## src/rtl/bascomp_io_pkg.sv

```systemverilog
// rtl/bascomp_io_pkg.sv - shared widths and FSM state types for the I/O interrupt block
package bascomp_io_pkg;

    localparam int IO_WORD_W   = 8;
    localparam int SYNC_STAGES = 2;

    typedef enum logic {
        IN_EMPTY = 1'b0,
        IN_FULL  = 1'b1
    } in_state_t;

    typedef enum logic {
        OUT_READY = 1'b0,
        OUT_BUSY  = 1'b1
    } out_state_t;

endpackage

```

## src/rtl/sync_edge_detect.sv

```systemverilog
// rtl/sync_edge_detect.sv - synchronizer plus rising-edge detector for an asynchronous strobe
module sync_edge_detect
    import bascomp_io_pkg::*;
(
    input  logic clk,
    input  logic reset,
    input  logic async_in,
    output logic rise_pulse
);

    logic [SYNC_STAGES-1:0] sync_q;
    logic [SYNC_STAGES-1:0] fill_q;
    logic                   prev_q;

    // fill_q marks when sync_q holds a real sample rather than its reset value; until then
    // prev_q is held high so a strobe already high at reset release never looks like a rise.
    always_ff @(posedge clk or posedge reset) begin
        if (reset) begin
            sync_q <= '0;
            fill_q <= '0;
            prev_q <= 1'b1;
        end else begin
            sync_q <= {sync_q[SYNC_STAGES-2:0], async_in};
            fill_q <= {fill_q[SYNC_STAGES-2:0], 1'b1};
            prev_q <= fill_q[SYNC_STAGES-1] ? sync_q[SYNC_STAGES-1] : 1'b1;
        end
    end

    assign rise_pulse = fill_q[SYNC_STAGES-1] & sync_q[SYNC_STAGES-1] & ~prev_q;

endmodule

```

## src/rtl/io_interrupt_controller.sv

```systemverilog
// rtl/io_interrupt_controller.sv - keyboard/printer flags, IEN and interrupt request (R) logic
// Optional INPUT_OVERRUN_DETECT_EN: unread-byte arrivals are dropped and flagged on sticky overrun.
module io_interrupt_controller
    import bascomp_io_pkg::*;
(
    input  logic                 clk,
    input  logic                 reset,
    input  logic [IO_WORD_W-1:0] keyboard_data,
    input  logic                 input_arrived_flag,
    input  logic                 inp_read,
    input  logic                 out_write,
    input  logic [IO_WORD_W-1:0] out_data,
    input  logic                 output_done,
    input  logic                 ien_set,
    input  logic                 ien_clear,
    input  logic                 int_ack,
    output logic [IO_WORD_W-1:0] inpr,
    output logic                 fgi,
    output logic [IO_WORD_W-1:0] outr,
    output logic                 fgo,
    output logic                 output_valid,
    output logic                 ien,
    output logic                 int_req,
    output logic                 overrun
);

    in_state_t            in_state, in_state_nx;
    out_state_t           out_state, out_state_nx;
    logic [IO_WORD_W-1:0] inpr_nx, outr_nx;
    logic                 ien_nx, int_req_nx, overrun_nx;
    logic                 arrival;

    sync_edge_detect u_sync_edge_detect (
        .clk        (clk),
        .reset      (reset),
        .async_in   (input_arrived_flag),
        .rise_pulse (arrival)
    );

    always_ff @(posedge clk or posedge reset) begin
        if (reset) begin
            in_state  <= IN_EMPTY;
            out_state <= OUT_READY;
            inpr      <= '0;
            outr      <= '0;
            ien       <= 1'b0;
            int_req   <= 1'b0;
            overrun   <= 1'b0;
        end else begin
            in_state  <= in_state_nx;
            out_state <= out_state_nx;
            inpr      <= inpr_nx;
            outr      <= outr_nx;
            ien       <= ien_nx;
            int_req   <= int_req_nx;
            overrun   <= overrun_nx;
        end
    end

    always_comb begin
        in_state_nx  = in_state;
        out_state_nx = out_state;
        inpr_nx      = inpr;
        outr_nx      = outr;
        ien_nx       = ien;
`ifdef INPUT_OVERRUN_DETECT_EN
        overrun_nx   = overrun;
`else
        overrun_nx   = 1'b0;
`endif

        // A read in the same cycle as an arrival frees the buffer, so the new byte is kept.
        if (arrival) begin
`ifdef INPUT_OVERRUN_DETECT_EN
            if (in_state == IN_EMPTY || inp_read) begin
                inpr_nx     = keyboard_data;
                in_state_nx = IN_FULL;
            end else begin
                overrun_nx  = 1'b1;
            end
`else
            inpr_nx     = keyboard_data;
            in_state_nx = IN_FULL;
`endif
        end else if (inp_read && in_state == IN_FULL) begin
            in_state_nx = IN_EMPTY;
        end

        if (out_state == OUT_READY && out_write) begin
            outr_nx      = out_data;
            out_state_nx = OUT_BUSY;
        end else if (out_state == OUT_BUSY && output_done) begin
            out_state_nx = OUT_READY;
        end

        if (int_ack || ien_clear) begin
            ien_nx = 1'b0;
        end else if (ien_set) begin
            ien_nx = 1'b1;
        end

        // R latches once a flag is seen with IEN on; only int_ack or IEN going low drops it.
        int_req_nx = ien & ~int_ack & (int_req | fgi | fgo);
    end

    assign fgi          = (in_state == IN_FULL);
    assign fgo          = (out_state == OUT_READY);
    assign output_valid = (out_state == OUT_BUSY);

endmodule
```

## config.mk

```make
export PLATFORM = sky130hd
export DESIGN_NAME = io_interrupt_controller
export DESIGN_NICKNAME = d
export VERILOG_FILES = /design/src/rtl/bascomp_io_pkg.sv /design/src/rtl/sync_edge_detect.sv /design/src/rtl/io_interrupt_controller.sv
export SDC_FILE = /design/constraint.sdc
export NUM_CORES = 1
export LEC_CHECK = 0
export CAP_MARGIN = 5
export CORE_AREA = 2 2 51 53
export CTS_CLUSTER_DIAMETER = 100
export CTS_CLUSTER_SIZE = 14
export DETAILED_ROUTE_END_ITERATION = 10
export DIE_AREA = 0 0 53 55
export HOLD_SLACK_MARGIN = 0.08
export PLACE_DENSITY = 0.8
export SLEW_MARGIN = 0
export SYNTH_ARGS = -nofsm -noshare
export SYNTH_HDL_FRONTEND = slang
export SYNTH_HIERARCHICAL = 1
export SYNTH_SLANG_ARGS = --single-unit
```

## constraint.sdc

```tcl
create_clock -name clk -period 2.3 [get_ports clk]
set_input_delay 0.23 -clock clk [delete_from_list [all_inputs] [get_ports clk]]
set_output_delay 0.23 -clock clk [all_outputs]
set_load 0.01 [all_outputs]
```

==> flow_summary.toml <==
[worst_hold_path]
min_path_type = "in2async"

[global_route]
grt.overflow.total = 0
grt_max_degree = 21
grt_pass1_vias = 720
grt_util_met1_pct = 16.8
grtUsageMet2_pct = 28.1
antenna_found_initial = 0
grt_pass1_wl_um = 3190
track_usage_pct = 15.3
grt.busiest_layer = "met2"
use_met3_pct = 5.65

[drt]
viasPerCell = 4.49
routedWlPerCell_um = 14.1
vias = 611
dr.first_iter.drc_count = 2
dr.pass1.iters = 4
postRouteAntennaNets = 0
route.detailed.drc = 0
wirelength_um = 1920

[worst_setup_path]
crit_fanout = 3
r2r-start = "u_sync_edge_detect/prev_q"
worstPathCellList = "inv_1 > clkdlybuf4s50_1"
arrival_ns = 1.40
cp-start-kind = "register"
crit_end = "fgo"
cp-startpoint = "output_valid"
rr_worst_depth = 2
critPathKind = "reg2out"
slowest_stage = "clkdlybuf4s50_1"
required_ns = 2.07
max_stage_delay_ns = 0.56
reg2reg_to = "inpr[1]"
cp-end-kind = "output pin"
r2r_setup_slack_ns = 0.96

[synth]
synth_warnings = 6
synth_edf_count = 0
syn_inst = 59
netlist.area_leader.share_pct = 63.7
syn-num-nets = 84
avgSynthCellArea_um2 = 16.0
syn-cell-area_um2 = 942
synth_area_leaders = "dfrtp_1 64%, mux2_4 13%, mux2_2 9.6%, dfstp_2 2.8%, inv_1 2.0%"
synthArstFlopShare_pct = 100
yosys.cell_types.count = 17
ys.flop_type = "dfrtp_1"
synth_top_area_cell = "dfrtp_1"
ys_ff_latch = 25
yosysSeqAreaShare_pct = 66.5

[placement]
place_area_mm2 = 0.00141
port_buffers = 45
routabilityCongestion = 0.711
hpwl_um = 1500
dp_slack_ns = 0.839

[clock_network]
postCtsSetupBuffers = 0
cts_hold_buf = 0
clk_transition_reported_paths_ns = 0.14
cts_resized = 0
root_buffer = "clkbuf_4"
clk_path_buf_depth = 2
cts-buffers-inserted = 3
cts_tree = "done"
cts_sinks = 25
clkLatencyLatePin_ns = 0.31
h-tree-depth = 1

[sta]
tightestPinTransition_ns = 0.734
fmax_mhz = 614
tns_ns = 0
fin_crit_ns = 1.63
hold_viol = 0
finClkSkew_ns = 0.0100
fin_ws_ns = 0.670
rsz0062_at_grt = "no"
slew_viol_final = 0
slew_headroom_pct = 51.0
min_period_over_period_pct = 70.9
final-setup-viol-count = 0

[pwr]
intPower_mw = 0.805
leakage_nw = 0.650
p_sw_mw = 0.281
pwr-share-clk_pct = 18.1
combPwrFrac_pct = 31.1
cellPowerDensity_mw_per_mm2 = 752
switching_share_pct = 25.9
power_frac_seq_pct = 50.8
ir_drop_mv = 0.542

[final_layout]
drive_gt1_share_pct = 20.8
syn2layout_area_growth_pct = 53.3
diodes = 0
final_nets = 132
n_fill_cell = 181
utilization_pct = 61.1
layout_commonest_cell = "clkdlybuf4s50_1"
fin_area_mm2 = 0.00144
mostFrequentLayoutCells = "45 x clkdlybuf4s50_1, 24 x dfrtp_1, 8 x mux2_4, 8 x mux2_2, 5 x inv_1"

[die]
die_y_um = 55
core-area_mm2 = 0.00236
die_area_mm2 = 0.00292
io_pins = 47
die_x_um = 53
initial_core_util_pct = 39.8
rows = 18

[run_status]
outcome = "complete, no violations"

[run]
maxCapViolCount = 0
## worst max-delay path: cells and delay by family, from the launching register on
kind	cells	cell delay, ns
buf+inv	2	0.66
flops	1	0.43
## worst min-delay path by stage
| stage | to | slack [ns] | cells past startpoint |
|---|---|---|---|
| 2_1_floorplan | u_sync_edge_detect/fill_q[0] | 0.008 | 1 |
| 3_3_place_gp | u_sync_edge_detect/sync_q[1] | 0.33 | 0 |
| 3_5_place_dp | u_sync_edge_detect/sync_q[1] | 0.34 | 0 |
| 4_1_cts | u_sync_edge_detect/sync_q[0] | 0.12 | 2 |
| 5_1_grt | u_sync_edge_detect/sync_q[0] | 0.14 | 2 |
| 6_report | u_sync_edge_detect/sync_q[0] | 0.11 | 2 |
## cells by family after synthesis
| family | Yosys count | synth area share, % |
|---|---|---|
| AO/OA/AOI/OAI | 3 | 2.66 |
| other | 2 | 0.797 |
| buffers and inverters | 8 | 4.52 |
| multiplexers | 16 | 22.3 |
| flip-flops | 25 | 66.5 |
| AND/OR/NAND/NOR | 5 | 3.19 |
## power groups by stage
stage          sequential, mW  clock [mW]  combinational [mW]
3_5_place_dp            0.560           0               0.341
6_report                0.552       0.197               0.338
4_1_cts                 0.553       0.203               0.343
5_1_grt                 0.562       0.218               0.360
3_3_place_gp            0.557           0               0.330
2_1_floorplan           0.588           0               0.108
## cells in the mapped netlist, types with 2 or more instances
cell type,n
mux2_4,8
conb_1,2
inv_1,5
dfrtp_1,24
mux2_2,8
## state kept, by name, indices dropped and copies added, names as in the netlist
name	flops
u_sync_edge_detect/prev_q	1
u_sync_edge_detect/fill_q	2
fgi	1
output_valid	1
inpr	8
u_sync_edge_detect/sync_q	2
outr	8
ien	1
int_req	1
## metrics by stage
step           cells  power (mW)  hold slack, ns
3_5_place_dp     132       0.901           0.337
2_1_floorplan     59       0.696         0.00779
5_1_grt          136        1.14           0.140
3_3_place_gp     132       0.887           0.334
6_report         136        1.09           0.115
4_1_cts          136        1.10           0.122
## per-layer routing
metal / up-vias / wire length (µm)
li1: 284 / -
met1: 294 / 754
met2: 31 / 955
met3: 2 / 198
met4: 0 / 12
met5: - / 0
## cell type report
type / count / area [µm²] / share of cell area, %
timing repair buffer: 46 / 458 / 31.7
tap: 30 / 37.5 / 2.60
inverter: 5 / 18.8 / 1.30
clock inverter: 1 / 7.51 / 0.520
multi-input combinational: 26 / 273 / 18.9
sequential: 25 / 627 / 43.4
clock buffer: 3 / 22.5 / 1.56
Power figures use the tool's default switching activity.
